## config.mk

```make
export PLATFORM = sky130hd
export DESIGN_NAME = rr_arbiter_4
export DESIGN_NICKNAME = d
export VERILOG_FILES = /design/src/rtl/rr_arb_pkg.sv /design/src/rtl/rr_pick4.sv /design/src/rtl/rr_arbiter_4.sv
export SDC_FILE = /design/constraint.sdc
export NUM_CORES = 1
export LEC_CHECK = 0
export ABC_AREA = 1
export BUFFER_PORTS_ARGS = -buffer_cell sky130_fd_sc_hd__buf_4
export CAP_MARGIN = 15
export CORE_MARGIN = 2
export CORE_UTILIZATION = 50
export DETAILED_ROUTE_END_ITERATION = 8
export HOLD_SLACK_MARGIN = 0.12
export PLACE_DENSITY = 0.7
export SETUP_SLACK_MARGIN = 0.15
export SLEW_MARGIN = 10
export SYNTH_ARGS = -nofsm -noshare
export SYNTH_HDL_FRONTEND = slang
export SYNTH_SLANG_ARGS = --single-unit
```

## constraint.sdc

```tcl
create_clock -name clk -period 2.7 [get_ports clk]
set_input_delay 0.54 -clock clk [delete_from_list [all_inputs] [get_ports clk]]
set_output_delay 0.54 -clock clk [all_outputs]
set_load 0.03 [all_outputs]
```

## src/rtl/rr_arb_pkg.sv

```systemverilog
// Shared definitions for the 4-way round-robin arbiter: FSM state encoding
// and the default grant-hold limit.
package rr_arb_pkg;

  typedef enum logic {
    IDLE  = 1'b0,
    GRANT = 1'b1
  } state_t;

  localparam int TIMEOUT_DEFAULT = 16;

endpackage

```

## src/rtl/rr_pick4.sv

```systemverilog
// Combinational rotating-priority picker: returns the first requesting index
// in the order ptr, ptr+1, ptr+2, ptr+3 (mod 4).
module rr_pick4 (
  input  logic [3:0] req,
  input  logic [1:0] ptr,
  output logic [1:0] idx,
  output logic       any
);

  logic [7:0] dbl;
  logic [3:0] rot;
  logic [1:0] off;

  always_comb begin
    dbl = {req, req} >> ptr;
    rot = dbl[3:0];
    off = 2'd0;
    // Scan high to low so the lowest set bit (closest to ptr) wins.
    for (int i = 3; i >= 0; i--) begin
      if (rot[i]) off = 2'(i);
    end
    idx = ptr + off;
    any = |req;
  end

endmodule

```

## src/rtl/rr_arbiter_4.sv

```systemverilog
// 4-requester round-robin arbiter with grant-hold timeout. Registered outputs;
// a grant holds until done or until TIMEOUT cycles elapse.
module rr_arbiter_4
  import rr_arb_pkg::*;
#(
  parameter int TIMEOUT = TIMEOUT_DEFAULT
) (
  input  logic       clk,
  input  logic       rst_n,
  input  logic [3:0] req,
  input  logic       done,
  output logic [1:0] gnt_idx,
  output logic       gnt_vld,
  output logic       timeout
);

  localparam logic [7:0] CNT_LAST = 8'(TIMEOUT - 1);

  state_t     state;
  logic [1:0] ptr;
  logic [7:0] cnt;
  logic [1:0] pick_idx;
  logic       pick_any;

  rr_pick4 u_pick (
    .req (req),
    .ptr (ptr),
    .idx (pick_idx),
    .any (pick_any)
  );

  always_ff @(posedge clk or negedge rst_n) begin
    if (!rst_n) begin
      state   <= IDLE;
      ptr     <= 2'd0;
      gnt_idx <= 2'd0;
      gnt_vld <= 1'b0;
      timeout <= 1'b0;
      cnt     <= 8'd0;
    end else begin
      timeout <= 1'b0;
      case (state)
        IDLE: begin
          if (pick_any) begin
            gnt_idx <= pick_idx;
            gnt_vld <= 1'b1;
            cnt     <= 8'd0;
            state   <= GRANT;
          end
        end
        GRANT: begin
          // done takes priority over a coincident timeout.
          if (done) begin
            gnt_vld <= 1'b0;
            ptr     <= gnt_idx + 2'd1;
            state   <= IDLE;
          end else if (cnt == CNT_LAST) begin
            gnt_vld <= 1'b0;
            ptr     <= gnt_idx + 2'd1;
            timeout <= 1'b1;
            state   <= IDLE;
          end else begin
            cnt <= cnt + 8'd1;
          end
        end
        default: state <= IDLE;
      endcase
    end
  end

endmodule

```

* Word-level counts from Yosys, hierarchy flattened
Index checks and enable logic that the tools add are counted.
Storage, ports and cells: register bits after elaboration 15, memories 0, input bits 7, logic and storage cells 43, bits in read-only memories 0, latch bits 0, memory bits (writable) 0
Cells by class: bitwise operators 1, mux-type cells 21, multiply operators 0, reductions and logical operators 6, divide/modulo/power cells 0, eq/ne operators 5, shifts and indexed selects 1, $lt $le $gt $ge 0, $add $sub $neg 3
Operator list (number):
- $mux W8 | 3
- $pmux W8 S2 | 1
- $mux W2 | 6
- $mux W1 | 9
- $add A8 B1 Y8 const B | 1
- $eq A8 B4 Y1 const B | 1
- $shr A8 B2 Y4 | 1
- $ne A2 B2 Y1 const B | 3
- $reduce_and A2 Y1 | 3
- $pmux W1 S2 | 2
- $reduce_or A4 Y1 | 1
- $ne A3 B2 Y1 const B | 1
- $reduce_and A3 Y1 | 1
- $add A2 B1 Y2 const B | 1
- $add A2 B2 Y2 | 1
- $reduce_bool A2 Y1 | 1
- $not A1 Y1 | 1

* Depth between registers and ports, before layout
word-level depth 6, gate-level depth with buffers 12, mapped depth without buffers 12

* Modules after synthesis
From an unflattened synthesis, not the netlist that was laid out.
Unflattened totals: cell total of the unflattened synthesis 140, area, all modules 962.2 sq um
By module, submodules not included:
- rr_arbiter_4 | instances 1, cells each 105, area each 794.5 sq um, seq. area each 375.4 sq um
- rr_pick4 | instances 1, cells each 35, area each 167.7 sq um, seq. area each 0.0 sq um

* Least setup slack after synthesis
No wires, ideal clock.
path kind in2reg, start input port req[1], end register gnt_idx[1], stages on the path 10, arrival 1.493 ns, slack 1.090 ns, required time 2.583 ns, setup time 0.117 ns, path through nand2_1 > nand3_1 > nand2_1 > nand3_1 > a21boi_0 > ha_1 > xor2_1 > nand3_1 > nand3_1 > nand2_1
Between the ends: cells in the longest elaborated chain, start to end 6
Ends and longest elaborated chain:
- start, declared | RTL line rr_arbiter_4.sv:10 | input logic [3:0] req,
- $shr A8 B2 Y4 | RTL line rr_pick4.sv:15 | dbl = {req, req} >> ptr;
- $mux W2 (4 in series) | RTL line rr_pick4.sv:20 | if (rot[i]) off = 2'(i);
- $add A2 B2 Y2 | RTL line rr_pick4.sv:22 | idx = ptr + off;
- end signal, assigned | RTL line rr_arbiter_4.sv:45 | gnt_idx <= pick_idx;
- end, declared | RTL line rr_arbiter_4.sv:12 | output logic [1:0] gnt_idx,
Several ways; a longest one is shown, not always the timed one. A chain may end at the register's enable or synchronous reset.

* Final worst setup path
start register ptr[0], end register gnt_idx[1]
Between the ends: cells in the longest elaborated chain, start to end 6
Ends and longest elaborated chain:
- start, declared | RTL line rr_arbiter_4.sv:20 | logic [1:0] ptr;
- start signal, assigned | RTL line rr_arbiter_4.sv:55 | ptr <= gnt_idx + 2'd1;
- start signal, assigned | RTL line rr_arbiter_4.sv:59 | ptr <= gnt_idx + 2'd1;
- $shr A8 B2 Y4 | RTL line rr_pick4.sv:15
- $mux W2 (4 in series) | RTL line rr_pick4.sv:20
- $add A2 B2 Y2 * | RTL line rr_pick4.sv:22
Every way passes the cells marked *; elsewhere a longest branch is shown, timed or not.

==> impl_metrics.ini <==
[run_status]
outcome = finished, final reports clean

[synth]
yosysUniqueCellTypes = 25
synth_nets = 132
netlist_area_sq_um = 930
yosysSeqAreaShare_pct = 40.4
ys_async_sr_fraction_pct = 100
yosysWarnings = 0
synthFlopType = dfrtp_1
synth_edf_count = 0
ys_seq_elements = 15
syn_inst = 123
postSynthAreaPerCell_sq_um = 7.56

[timing]
fin_setup_tns_ns = 0
timing.fmax_ghz = 0.563
fin_worst_skew_ns = 0.0132
finalMaxSlewViolations = 0
post-route-min-period_ns = 1.78
slew_headroom_pct = 82.9
hold_viol = 0
finalSetupViolations = 0
rsz0062_at_grt = false
period_share_pct = 65.8
worst_pin_slew_ns = 0.256

[route]
dr.pass1.iters = 4
wl_per_cell_microns = 10.3
viasPerCell = 4.94
drt_iter0_markers = 14
final_antenna_net_count = 0
via_count = 795
drc_errors = 0
finalWirelength_microns = 1660

[die]
die_area_sq_um = 2220
core_sq_um = 1750
start_util_pct = 53.3
rows = 15
die_w_microns = 47.1
io_pins = 11
die_y_microns = 47.1

[pwr]
vdd_drop_max_mv = 0.636
power.leakage_nw = 0.552
power_density_nw_per_um2 = 924

[global_routing]
antenna_found_initial = 0
grt_pass1_wl_microns = 3020
grtUsageTotal_pct = 19.3
grt_pass1_vias = 715
gr-total-overflow = 0
grt_max_degree = 16

[worst_setup_path]
rr_worst_depth = 11
critPathMaxFanout = 7
cp.required_ns = 2.87
critPathKind = flop to flop
cp_slowest_cell = dfrtp_1
rr_startpoint = ptr[0]
critical_path_arrival_ns = 1.95
ff2ff_setup_slack_ns = 0.92
start_kind = flop
crit_top_cell = nand3_1
worstPathCellList = inv_1 -> nand2_1 -> nand3_1 -> nand2_1 -> nand3_1 -> a21boi_0 -> ha_1 -> xor2_1 -> nand3_1 -> nand3_1 -> nand2_1
r2r_end = gnt_idx[1]
cp-end-kind = flop
critPathMaxStageDelay_ns = 0.47

[clocking]
clkTransAtPathRegs_ns = 0.09
postCtsResizedCells = 0
cts_tree = done
clock_latency_ns = 0.28
h-tree-depth = 1
cts_sinks = 15
cts_made_buffers = 3
clockBufferDepth = 2
clock-root-buffer = clkbuf_4

[hold_path]
min_to = timeout
min_path_type = input pin to flop
whs_path_depth = 2
hold_start = done

[cells_and_area]
area_growth_pct = 13.6
drive_above_1_share_pct = 16.9
final.fill_count = 170
final_nets = 146
finalInstanceArea_sq_um = 1060
insertedDiodeCount = 0
layout_common_cells = 36 x nand2_1, 17 x nand3_1, 15 x dfrtp_1
final_common_cell = nand2_1

[run]
cap_violations = 0

[place]
dpl_cell_area_sq_um = 1020
place_hpwl_microns = 1310
io_buffer_count = 10
place_congestion = 0.828
[layer usage]
layer	track usage, %	part of all wire [%]	up-vias
met1	28.1	52	360
met2	26.8	44	12
li1	-	-	423
met4	7.22	0	0
met5	0	0	-
met3	6.15	3.2	0
[where the power goes]
part           leakage, nW  internal [mW]  total (mW)  switching, mW
clock               0.0150         0.0573       0.126         0.0690
sequential           0.195          0.287       0.372         0.0847
combinational        0.342          0.179       0.478          0.299
[through the flow]
step / util (%) / power (mW) / instances / hold slack (ns) / setup WS (ns)
after floorplan: - / 0.752 / 123 / 0.244 / 1.09
after global placement: 58.4 / 0.846 / 156 / 0.402 / 0.881
after detailed placement: 58.4 / 0.854 / 156 / 0.402 / 0.827
after CTS: 60.5 / 0.987 / 161 / 0.398 / 0.908
after global routing: 60.5 / 1.08 / 161 / 0.386 / 0.662
final: 60.5 / 0.976 / 161 / 0.407 / 0.923
[flip-flops by register name (all words and copies together), names as in the netlist]
name / cells
state: 1
cnt: 8
gnt_idx: 2
timeout: 1
gnt_vld: 1
ptr: 2
[cell type report]
type / instances / area [sq um] / area share (%)
Timing Repair Buffer: 11 / 85.1 / 8.06
Inverter: 16 / 60.1 / 5.69
Multi-Input combinational cell: 90 / 478 / 45.3
Clock buffer: 4 / 26.3 / 2.49
Sequential cell: 15 / 375 / 35.5
Tap cell: 25 / 31.3 / 2.96
[repair_timing]
action / in CTS / in global routing
hold endpoints to repair: 15 / 0
endpoints found under the setup margin: 0 / 0
setup buffers: 0 / 0
hold buffers: 1 / 0
[how the worst max path moves through the flow]
| stage | startpoint | end | depth (start not counted) |
|---|---|---|---|
| 5_1_grt | ptr[0] | gnt_idx[1] | 11 |
| 2_1_floorplan | req[1] | gnt_idx[1] | 10 |
| 6_report | ptr[0] | gnt_idx[1] | 11 |
| 4_1_cts | ptr[0] | gnt_idx[1] | 11 |
| 3_3_place_gp | req[1] | gnt_idx[1] | 11 |
| 3_5_place_dp | req[1] | gnt_idx[1] | 11 |
[kinds of logic (layout without fill, tap and decap cells)]
| group | count (synthesis) | after routing | synth area share (%) |
|---|---|---|---|
| AND/OR/NAND/NOR | 69 | 69 | 34.5 |
| AO/OA/AOI/OAI | 14 | 14 | 9.56 |
| flip-flops | 15 | 15 | 40.4 |
| adder cells (fa/ha/maj) | 2 | 2 | 2.69 |
| XOR/XNOR | 5 | 5 | 4.71 |
| buffers and inverters | 18 | 31 | 8.21 |
[worst max-delay path: cells and delay by family (launching register included)]
kind                     cells  cell delay [ns]
buffers and inverters        1             0.12
flip-flops                   1             0.47
XOR/XNOR                     1             0.18
AND/OR/NAND/NOR              7             0.54
adder cells (fa/ha/maj)      1             0.19
AO/OA/AOI/OAI                1             0.17
[cell usage after synthesis, types with 2 or more instances]
library cell  number  area, sq um
nand2_4            2         22.5
nand3_1           17         85.1
o21ai_2            3         26.3
nor3_1             4         20.0
nand2_2            2         12.5
xor2_1             4         35.0
ha_1               2         25.0
dfrtp_1           15          375
nor2_1             5         18.8
o21ai_0            6         30.0
inv_1             14         52.6
nand2_1           36          135
Power figures use the tool's default switching activity.
